[src/rtl/chiplet_types_pkg.sv]
// Shared link types: flit layout and the VC index field width.
package chiplet_types_pkg;

    localparam int unsigned VC_IDX_W  = 2;
    localparam int unsigned PAYLOAD_W = 32;

    typedef logic [VC_IDX_W-1:0] vc_idx_t;

    typedef struct packed {
        vc_idx_t              vc;
        logic [PAYLOAD_W-1:0] payload;
    } flit_t;

endpackage

[src/rtl/vc_rx_buffer_if.sv]
// Link-side and consumer-side signals of the VC receive buffer.
interface vc_rx_buffer_if #(
    parameter int unsigned NUM_VCS = 2
);
    import chiplet_types_pkg::*;

    localparam int unsigned OUT_VC_W = (NUM_VCS > 1) ? $clog2(NUM_VCS) : 1;

    flit_t               in;
    logic                data_ready_in;
    flit_t               out;
    logic                out_valid;
    logic                out_ready;
    logic [OUT_VC_W-1:0] out_vc;
    logic [NUM_VCS-1:0]  credit_granted;
    logic [NUM_VCS-1:0]  buffer_available;
    logic                overflow_err;

    modport master (
        output in, data_ready_in, out_ready,
        input  out, out_valid, out_vc, credit_granted, buffer_available, overflow_err
    );

    modport slave (
        input  in, data_ready_in, out_ready,
        output out, out_valid, out_vc, credit_granted, buffer_available, overflow_err
    );

endinterface

[src/rtl/vc_rx_buffer_fifo.sv]
// Single-clock flit FIFO for one VC; a push into a full FIFO is accepted only
// when a pop frees the slot in the same cycle.
module vc_fifo
    import chiplet_types_pkg::*;
#(
    parameter int unsigned DEPTH = 4
) (
    input  logic  clk,
    input  logic  rst,
    input  logic  push,
    input  logic  pop,
    input  flit_t wr_data,
    output flit_t head,
    output logic  full,
    output logic  full_next_c,
    output logic  empty
);

    localparam int unsigned PTR_W = $clog2(DEPTH);
    localparam int unsigned CNT_W = PTR_W + 1;

    logic [PTR_W-1:0] wr_ptr;
    logic [PTR_W-1:0] rd_ptr;
    logic [CNT_W-1:0] count;
    logic [CNT_W-1:0] count_next;
    logic             do_push;
    logic             do_pop;
    flit_t            mem [DEPTH];

    assign empty       = (count == '0);
    assign full        = (count == CNT_W'(DEPTH));
    assign do_pop      = pop && !empty;
    assign do_push     = push && (!full || do_pop);
    assign head        = mem[rd_ptr];
    assign full_next_c = (count_next == CNT_W'(DEPTH));

    always_comb begin
        count_next = count;
        if (do_push && !do_pop) begin
            count_next = count + CNT_W'(1);
        end else if (do_pop && !do_push) begin
            count_next = count - CNT_W'(1);
        end
    end

    always_ff @(posedge clk or posedge rst) begin
        if (rst) begin
            wr_ptr <= '0;
            rd_ptr <= '0;
            count  <= '0;
        end else begin
            if (do_push) wr_ptr <= wr_ptr + PTR_W'(1);
            if (do_pop)  rd_ptr <= rd_ptr + PTR_W'(1);
            count <= count_next;
        end
    end

    // Storage needs no reset: occupancy alone decides what is valid.
    always_ff @(posedge clk) begin
        if (do_push) mem[wr_ptr] <= wr_data;
    end

endmodule

[src/rtl/vc_rx_buffer.sv]
// Receive end of a switch link: per-VC flit buffering, round-robin delivery
// to the local consumer and one credit return per departed flit.
module vc_rx_buffer
    import chiplet_types_pkg::*;
#(
    parameter int unsigned NUM_VCS      = 2,
    parameter int unsigned BUFFER_DEPTH = 4
) (
    input  logic           clk,
    input  logic           rst,
    vc_rx_buffer_if.slave  bus
);

    localparam int unsigned OUT_VC_W = (NUM_VCS > 1) ? $clog2(NUM_VCS) : 1;

    logic [NUM_VCS-1:0]  push_vec;
    logic [NUM_VCS-1:0]  pop_vec;
    logic [NUM_VCS-1:0]  full_vec;
    logic [NUM_VCS-1:0]  full_next_vec;
    logic [NUM_VCS-1:0]  empty_vec;
    flit_t               head [NUM_VCS];
    logic [OUT_VC_W-1:0] rr;
    logic [OUT_VC_W-1:0] grant_idx;
    logic [OUT_VC_W-1:0] scan_idx;
    logic                grant_valid;
    logic                handshake;
    logic                vc_oob;
    logic                drop;
    logic [NUM_VCS-1:0]  credit_q;
    logic [NUM_VCS-1:0]  avail_q;
    logic                overflow_q;

    assign handshake = grant_valid && bus.out_ready;

    for (genvar v = 0; v < int'(NUM_VCS); v++) begin : g_vc
        assign push_vec[v] = bus.data_ready_in && (int'(bus.in.vc) == v);
        assign pop_vec[v]  = handshake && (grant_idx == OUT_VC_W'(v));

        vc_fifo #(
            .DEPTH (BUFFER_DEPTH)
        ) u_fifo (
            .clk         (clk),
            .rst         (rst),
            .push        (push_vec[v]),
            .pop         (pop_vec[v]),
            .wr_data     (bus.in),
            .head        (head[v]),
            .full        (full_vec[v]),
            .full_next_c (full_next_vec[v]),
            .empty       (empty_vec[v])
        );
    end

    assign vc_oob = bus.data_ready_in && (int'(bus.in.vc) >= int'(NUM_VCS));
    assign drop   = vc_oob || (|(push_vec & full_vec & ~pop_vec));

    // Round-robin: first non-empty VC after the last served one.
    always_comb begin
        grant_valid = 1'b0;
        grant_idx   = '0;
        scan_idx    = '0;
        for (int i = 1; i <= int'(NUM_VCS); i++) begin
            scan_idx = OUT_VC_W'((32'(rr) + 32'(i)) % NUM_VCS);
            if (!grant_valid && !empty_vec[scan_idx]) begin
                grant_valid = 1'b1;
                grant_idx   = scan_idx;
            end
        end
    end

    always_ff @(posedge clk or posedge rst) begin
        if (rst) begin
            rr         <= OUT_VC_W'(NUM_VCS - 1);
            credit_q   <= '0;
            avail_q    <= '1;
            overflow_q <= 1'b0;
        end else begin
            if (handshake) rr <= grant_idx;
            credit_q <= pop_vec;
            avail_q  <= ~full_next_vec;
            if (drop) overflow_q <= 1'b1;
        end
    end

    assign bus.out_valid        = grant_valid;
    assign bus.out              = grant_valid ? head[grant_idx] : '0;
    assign bus.out_vc           = grant_valid ? grant_idx : '0;
    assign bus.credit_granted   = credit_q;
    assign bus.buffer_available = avail_q;
    assign bus.overflow_err     = overflow_q;

endmodule

[src/flat_wrapper.sv]
// flat-port wrapper written by rule: the top's interface ports become plain ports
module vc_rx_buffer_flat import chiplet_types_pkg::*;
#(
    parameter int unsigned NUM_VCS      = 2,
    parameter int unsigned BUFFER_DEPTH = 4
)
  (clk, rst, bus_in, bus_data_ready_in, bus_out_ready, bus_out, bus_out_valid, bus_out_vc, bus_credit_granted, bus_buffer_available, bus_overflow_err);
  vc_rx_buffer_if #(.NUM_VCS(NUM_VCS)) bus_i ();
  input  logic clk;
  input  logic rst;
  input wire logic [$bits(bus_i.in)-1:0] bus_in;
  input wire logic [$bits(bus_i.data_ready_in)-1:0] bus_data_ready_in;
  input wire logic [$bits(bus_i.out_ready)-1:0] bus_out_ready;
  output wire logic [$bits(bus_i.out)-1:0] bus_out;
  output wire logic [$bits(bus_i.out_valid)-1:0] bus_out_valid;
  output wire logic [$bits(bus_i.out_vc)-1:0] bus_out_vc;
  output wire logic [$bits(bus_i.credit_granted)-1:0] bus_credit_granted;
  output wire logic [$bits(bus_i.buffer_available)-1:0] bus_buffer_available;
  output wire logic [$bits(bus_i.overflow_err)-1:0] bus_overflow_err;
  assign bus_i.in = bus_in;
  assign bus_i.data_ready_in = bus_data_ready_in;
  assign bus_i.out_ready = bus_out_ready;
  assign bus_out = bus_i.out;
  assign bus_out_valid = bus_i.out_valid;
  assign bus_out_vc = bus_i.out_vc;
  assign bus_credit_granted = bus_i.credit_granted;
  assign bus_buffer_available = bus_i.buffer_available;
  assign bus_overflow_err = bus_i.overflow_err;
  vc_rx_buffer #(.NUM_VCS(NUM_VCS), .BUFFER_DEPTH(BUFFER_DEPTH)) u_core (.clk(clk), .rst(rst), .bus(bus_i));
endmodule
[config.mk]
export PLATFORM = sky130hd
export DESIGN_NAME = vc_rx_buffer_flat
export DESIGN_NICKNAME = d
export VERILOG_FILES = /design/src/rtl/chiplet_types_pkg.sv /design/src/rtl/vc_rx_buffer_if.sv /design/src/rtl/vc_rx_buffer_fifo.sv /design/src/rtl/vc_rx_buffer.sv /design/src/flat_wrapper.sv
export SDC_FILE = /design/constraint.sdc
export NUM_CORES = 1
export LEC_CHECK = 0
export ABC_AREA = 1
export BUFFER_PORTS_ARGS = -buffer_cell sky130_fd_sc_hd__clkbuf_2
export CAP_MARGIN = 30
export CORE_UTILIZATION = 60
export CTS_CLUSTER_SIZE = 24
export DETAILED_ROUTE_END_ITERATION = 8
export GPL_TIMING_DRIVEN = 0
export PLACE_DENSITY = 0.8
export SETUP_SLACK_MARGIN = 0.3
export SKIP_CTS_REPAIR_TIMING = 1
export SLEW_MARGIN = 20
export SYNTH_ARGS = -nofsm -noshare
export SYNTH_HDL_FRONTEND = slang
export SYNTH_SLANG_ARGS = --single-unit
[constraint.sdc]
create_clock -name clk -period 7.35 [get_ports clk]
set_input_delay 1.47 -clock clk [delete_from_list [all_inputs] [get_ports clk]]
set_output_delay 1.47 -clock clk [all_outputs]
set_load 0.02 [all_outputs]
==> results of run 1 <==
-- logic make-up after synthesis --
group	after synthesis	share of synthesized area [%]
flops	292	71.4
buf+inv	95	3.56
fa+ha+maj	14	1.44
xor+xnor	9	0.649
compound gates	108	5.99
simple gates	476	17.0
-- power groups by stage --
stage / Clock [W] / Combinational [W] / Sequential, W
global placement: 0 / 0.00237 / 0.00204
detailed placement: 0 / 0.00250 / 0.00204
floorplan: 0 / 0.00165 / 0.00205
finish: 0.00139 / 0.00255 / 0.00201
global route: 0.00146 / 0.00274 / 0.00202
CTS: 0.00139 / 0.00253 / 0.00201
-- tightest hold or removal path, delay by kind of cell (launching register included) --
kind | cells | cell delay (ps)
simple gates | 1 | 50
flops | 1 | 380
compound gates | 1 | 70
-- final cells by class --
class	count	area [um2]
tap	265	332
buffer	58	289
sequential	292	8670
multi-input combinational	607	3110
fill	1254	5550
clock inverter	18	135
clock buffer	35	758
timing repair buffer	88	666
inverter	37	144
-- cell usage in the layout (no fill, tap or decap), types with 17 or more instances in the layout --
master       n
edfxtp_1   272
nand2_1    226
nand3_1    111
nor2_1     110
clkbuf_2    78
a21oi_1     37
clkbuf_1    36
o21ai_0     34
inv_1       30
clkbuf_16   29
a211oi_2    20
buf_2       18
dfrtp_1     17
-- state kept, by name, indices dropped and copies added (netlist names) --
| register | cells |
|---|---|
| u_core.g_vc.u_fifo.count | 6 |
| u_core.rr | 1 |
| u_core.g_vc.u_fifo.rd_ptr | 4 |
| u_core.bus.credit_granted | 2 |
| u_core.g_vc.u_fifo.mem | 272 |
| u_core.g_vc.u_fifo.wr_ptr | 4 |
| u_core.bus.overflow_err | 1 |
| u_core.bus.buffer_available | 2 |
-- worst min path at each step --
stage,end,cells after the start,slack (ps)
detailed placement,u_core.bus.overflow_err$_DFFE_PP0P_,2,490
global route,u_core.rr$_DFFE_PP1N_,2,520
global placement,u_core.rr$_DFFE_PP1N_,2,490
finish,u_core.rr$_DFFE_PP1N_,2,500
CTS,u_core.rr$_DFFE_PP1N_,2,500
floorplan,u_core.rr$_DFFE_PP1N_,2,470
-- layer usage --
| metal | routed length, um | GRT usage (%) |
|---|---|---|
| met3 | 2980 | 5.26 |
| met5 | 0 | 0 |
| met1 | 10600 | 36.6 |
| met2 | 14400 | 47.2 |
| met4 | 783 | 11.9 |
-- metrics by stage --
stage	area (um2)	worst slack (ps)	hold WS [ps]	instances	utilization, %
6_report	14100	3100	496	1400	71.8
5_1_grt	14100	3020	523	1400	71.8
4_1_cts	14100	3140	499	1400	71.8
3_5_place_dp	13200	3710	490	1347	67.2
3_3_place_gp	12900	2020	487	1337	65.5
2_1_floorplan	12200	3530	474	994	-
-- synth_stat cells --
library cell | n | area (um2)
dfstp_2 | 3 | 78.8
nand2_4 | 7 | 78.8
a211oi_2 | 20 | 250
o21ai_0 | 34 | 170
nand3_4 | 2 | 35.0
buf_1 | 2 | 7.51
inv_1 | 30 | 113
buf_2 | 18 | 90.1
clkbuf_1 | 31 | 116
inv_2 | 4 | 15.0
a211oi_1 | 14 | 105
buf_8 | 1 | 15.0
buf_4 | 2 | 15.0
nor2_4 | 1 | 11.3
dfrtp_1 | 17 | 425
nand4_1 | 3 | 18.8
o211ai_1 | 1 | 7.51
nand3_2 | 3 | 30.0
ha_1 | 14 | 175
nand3_1 | 111 | 556
nor2_2 | 1 | 6.26
a21oi_1 | 37 | 185
nor2_8 | 1 | 20.0
clkinv_1 | 1 | 3.75
inv_4 | 2 | 12.5
nor2_1 | 118 | 443
buf_6 | 4 | 45.0
xor2_1 | 8 | 70.1
edfxtp_1 | 272 | 8170
o21ai_1 | 2 | 10.0
xnor2_1 | 1 | 8.76
nand2_2 | 3 | 18.8
nand2_1 | 226 | 848
==> qor.txt, run 1 <==
Outcome: finished, final reports clean
Cell count after synthesis: 994
DR vias: 8242
Worst r2r path cells: 12
Row count: 51
Slew HR: 46.4%
Largest net degree at the start of global routing: 23
TritonCTS clock tree: built
Vias in the first global route: 8006
Psw: 0.00242 W
Fin nets: 1165
Die X: 144 um
Post-route DRC: 0
H-tree depth: 1
Netlist Area Pre-Place: 0.0122 mm2
R2r setup slk: 4680 ps
Full die area: 0.0208 mm2
Mean Syn Cell Area: 12.2 um2
Crit-path max FO: 10
RePlAce Congestion: 0.810
DR vias/cell: 5.89
DRT iter0 DRCs: 913
Worst setup EP type: primary output
Starting Density: 61.8%
Yosys reg bits: 292
# IOs: 79
Hpwl dp: 17900 um
Slew Limit Fails: 0
Clock share of power: 23.4%
Final wirelength: 28800 um
Clk root buf: clkbuf_16
Crit path buf inv count: 4
Critical R2R Launch: u_core.g_vc[0].u_fifo.count[0]$_DFF_PP0_
Yosys warning count: 0
Worst setup path start: u_core.g_vc[0].u_fifo.rd_ptr[0]$_DFFE_PP0P_
Clk buf depth: 3
Total track usage: 28.3%
Logic gate share of total power: 42.8%
Total power: 0.00595 W
Crit path arrival time: 2780 ps
Fraction of layout cells with a size suffix above 1: 18.4%
Crit path cell chain: buf_2, inv_2, clkbuf_1, nand2_1, nand3_1, o21ai_0, a211oi_1, clkbuf_2
Die Ht: 144 um
Required time of the critical path: 5880 ps
CTS sink count: 292
Pre-antenna DRT Iters: 5
Sequential Power Share: 33.8%
GR Overflow Total: 0
Hold path start: u_core.rr$_DFFE_PP1N_
Unrepaired setup endpoints after global routing: no
Sequential share of the synthesized area: 71.4%
Ant diodes: 0
First-pass GRT wire length: 43000 um
WL per Instance: 20.5 um
Max rail drop VDD: 0.244 mV
Pwr/cell area: 422 mW/mm2
Hold Vio Cnt, Final: 0
Core Area: 0.0197 mm2
Clock skew: 13.9 ps
Area delta synth->final: 16.1%
Setup violators final: 0
Critical-path cell with the highest stage delay: clkbuf_1
Switching part of the total power: 40.7%
Internal: 0.00352 W
Worst-Margin Slew: 802 ps
TritonCTS Buffers: 29
CP peak stage delay: 580 ps
Max Cap Viol: 0
Leak Pwr: 5.27 nW
Post-Route Setup TNS: 0 ps
Min Clock Period, post-route: 4250 ps
Crit start category: flip-flop
Detail Route Antenna Nets: 0
Unique masters post-synth: 33
Clock insertion delay at the later pin of the skew report: 540 ps
Crit. path cell count: 8
FMAX: 235 MHz
Delay-heaviest family, CP: buffers and inverters
IO buf count: 78
Timing endpoint of the critical path: bus_out[25]
Hold/Removal Path Class: reg -> reg
Initial antenna violation count: 0
Mapped Nets: 1046
Fin crit share: 57.8%
Crit Path Category: reg -> out
Reg-to-Reg End: u_core.g_vc[1].u_fifo.mem[1][8]$_DFFE_PP_
Worst-path clk slew: 60 ps
Power figures use the tool's default switching activity.
==> inputs of run 2 (changes only) <==
- CORE_UTILIZATION: 60 -> 54
- PLACE_DENSITY: 0.8 -> 0.76
- clock period: 7.35 -> 3.55 ns (I/O delays scaled with it)
==> run 2 against run 1 <==
  * Sequential share of layout area hardly changed
  * Cell count grew 0.86%
  * Flip-flop and latch count is the same
  * Combinational power is 110% higher
  * First-iteration DRC count is 2.7% lower
  * The flow now finishes with violations (design-rule violations)
  * Wire length decreased by 1.6%
  * Register-to-register slack got worse by 3800 ps
  * Hold slack lost 220 ps
  * Critical endpoint is now bus_out[32]
==> qor.txt, run 2 (synthesis results as in run 1) <==
Outcome: complete, but fails checks
Failing checks: design-rule violations
M1 GR Usage: 32.5%
Largest net degree at the start of global routing: 21
DR vias: 8090
Fill cells: 1572
Max rail drop VDD: 0.499 mV
Worst setup EP type: primary output
Critical-path cell with the highest stage delay: dfrtp_1
Worst setup path start: u_core.g_vc[0].u_fifo.count[0]$_DFF_PP0_
Die X: 152 um
Post-Route Setup TNS: 0 ps
CTS sink count: 292
Fin nets: 1163
Ant diodes: 0
Fraction of layout cells with a size suffix above 1: 19.6%
Hold Vio Cnt, Final: 0
Crit path cell chain: inv_1, ha_2, nand2_4, nand2_4, nand2_4, buf_8, buf_2, a211oi_1, clkbuf_2
FMAX: 309 MHz
IO buf count: 78
TritonCTS Buffers: 29
Setup WS pre-CTS: 725 ps
Met3 Usage GRT: 4.34%
DR vias/cell: 5.73
Hold Slack: 278 ps
Fin crit share: 91.1%
Vias in the first global route: 8080
Die Ht: 152 um
Final wirelength: 28300 um
Clock insertion delay at the later pin of the skew report: 560 ps
Delay-heaviest family, CP: buffers and inverters
Worst-Margin Slew: 793 ps
Slew HR: 47.0%
Pwr/cell area: 873 mW/mm2
Final WS setup: 316 ps
Most used cell, CP: nand2_4
RePlAce Congestion: 0.801
Biggest register: u_core.g_vc.u_fifo.mem
Most common cell after layout, fill and taps aside: edfxtp_1
Clk buf depth: 3
Max reg flops: 272
Crit path buf inv count: 4
Hpwl dp: 17800 um
CP peak stage delay: 390 ps
Clock skew: 13.5 ps
Initial antenna violation count: 0
Critical R2R Launch: u_core.g_vc[0].u_fifo.count[0]$_DFF_PP0_
Row count: 54
Crit start category: flip-flop
Pre-antenna DRT Iters: 7
Crit Path Category: reg -> out
Area delta synth->final: 16.1%
Final Util: 64.2%
Total power: 0.0123 W
Worst-path clk slew: 60 ps
Biggest regs: u_core.g_vc.u_fifo.mem: 272 flops, u_core.g_vc.u_fifo.count: 6 flops
Clk root buf: clkbuf_16
GR Overflow Total: 0
Highest-count cells in the layout ignoring fill and taps: 272 x edfxtp_1, 226 x nand2_1, 111 x nand3_1
Setup violators final: 0
GR Util met2: 40.5%
# IOs: 79
Full die area: 0.0231 mm2
DRT iter0 DRCs: 888
WL per Instance: 20.0 um
Min Clock Period, post-route: 3230 ps
H-tree depth: 1
Slew Limit Fails: 0
Leak Pwr: 5.27 nW
Crit path arrival time: 2520 ps
First-pass GRT wire length: 43800 um
Post-route DRC: 12
Detail Route Antenna Nets: 0
Total track usage: 24.6%
Required time of the critical path: 2840 ps
TritonCTS clock tree: built
Hold/Removal Path Class: in -> async
Unrepaired setup endpoints after global routing: yes
Busiest layer in global routing: met2
Crit-path max FO: 10
Core Area: 0.0220 mm2
Starting Density: 55.3%
Max Cap Viol: 0
==> run 2: changes by cell type in the layout (fill, tap and decap cells not counted), sizes merged <==
| cell | before | now |
|---|---|---|
| clkinvlp | 0 | 2 |
| clkbuf | 144 | 145 |
| clkinv | 17 | 14 |
| buf | 37 | 32 |
| inv | 36 | 38 |
==> run 2: routing by layer <==
metal | up-vias | wire [um]
li1 | 3714 | -
met1 | 3880 | 11300
met2 | 422 | 13700
met3 | 74 | 2410
met4 | 0 | 965
met5 | - | 0
==> run 2: cell type report <==
| class | count | area (um2) | area share, % |
|---|---|---|---|
| Sequential cell | 292 | 8670 | 61.5 |
| Buffer | 58 | 320 | 2.27 |
| Multi-Input combinational cell | 607 | 3130 | 22.2 |
| Clock inverter | 19 | 144 | 1.02 |
| Timing Repair Buffer | 86 | 603 | 4.28 |
| Tap cell | 280 | 350 | 2.48 |
| Inverter | 37 | 148 | 1.05 |
| Clock buffer | 33 | 741 | 5.25 |
==> run 2: through the flow <==
step	std cells	instance area, um2
global route	1412	14100
CTS	1412	14100
finish	1412	14100
detailed placement	1360	13200
global placement	1352	12900
floorplan	994	12200
==> run 2: power by group <==
part           internal, W  total [W]  switching, W  leakage [nW]
registers          0.00406    0.00415     0.0000885          2.69
clock network      0.00163    0.00287       0.00124         0.430
logic              0.00162    0.00530       0.00368          2.15
total              0.00731     0.0123       0.00501          5.27
==> run 2: path summary, 6_finish.rpt <==
path / slack, ps / depth (start not counted) / to
max: 320 / 9 / bus_out[32]
min: 280 / 2 / u_core.g_vc[0].u_fifo.rd_ptr[0]$_DFFE_PP0P_
max reg2reg: 880 / 12 / u_core.g_vc[1].u_fifo.mem[0][13]$_DFFE_PP_
min reg2reg: 510 / 2 / u_core.rr$_DFFE_PP1N_
max in group asynchronous: 2770 / 2 / u_core.g_vc[0].u_fifo.count[1]$_DFF_PP0_
min in group clk: 420 / 1 / u_core.g_vc[0].u_fifo.mem[1][23]$_DFFE_PP_
==> run 2: worst register-to-register path, delay by kind of cell, from the launching register on <==
family	cells	cell delay, ps
and+or+nand+nor	7	1130
buffers and inverters	4	580
DFF	1	390
adders and majority gates	1	250
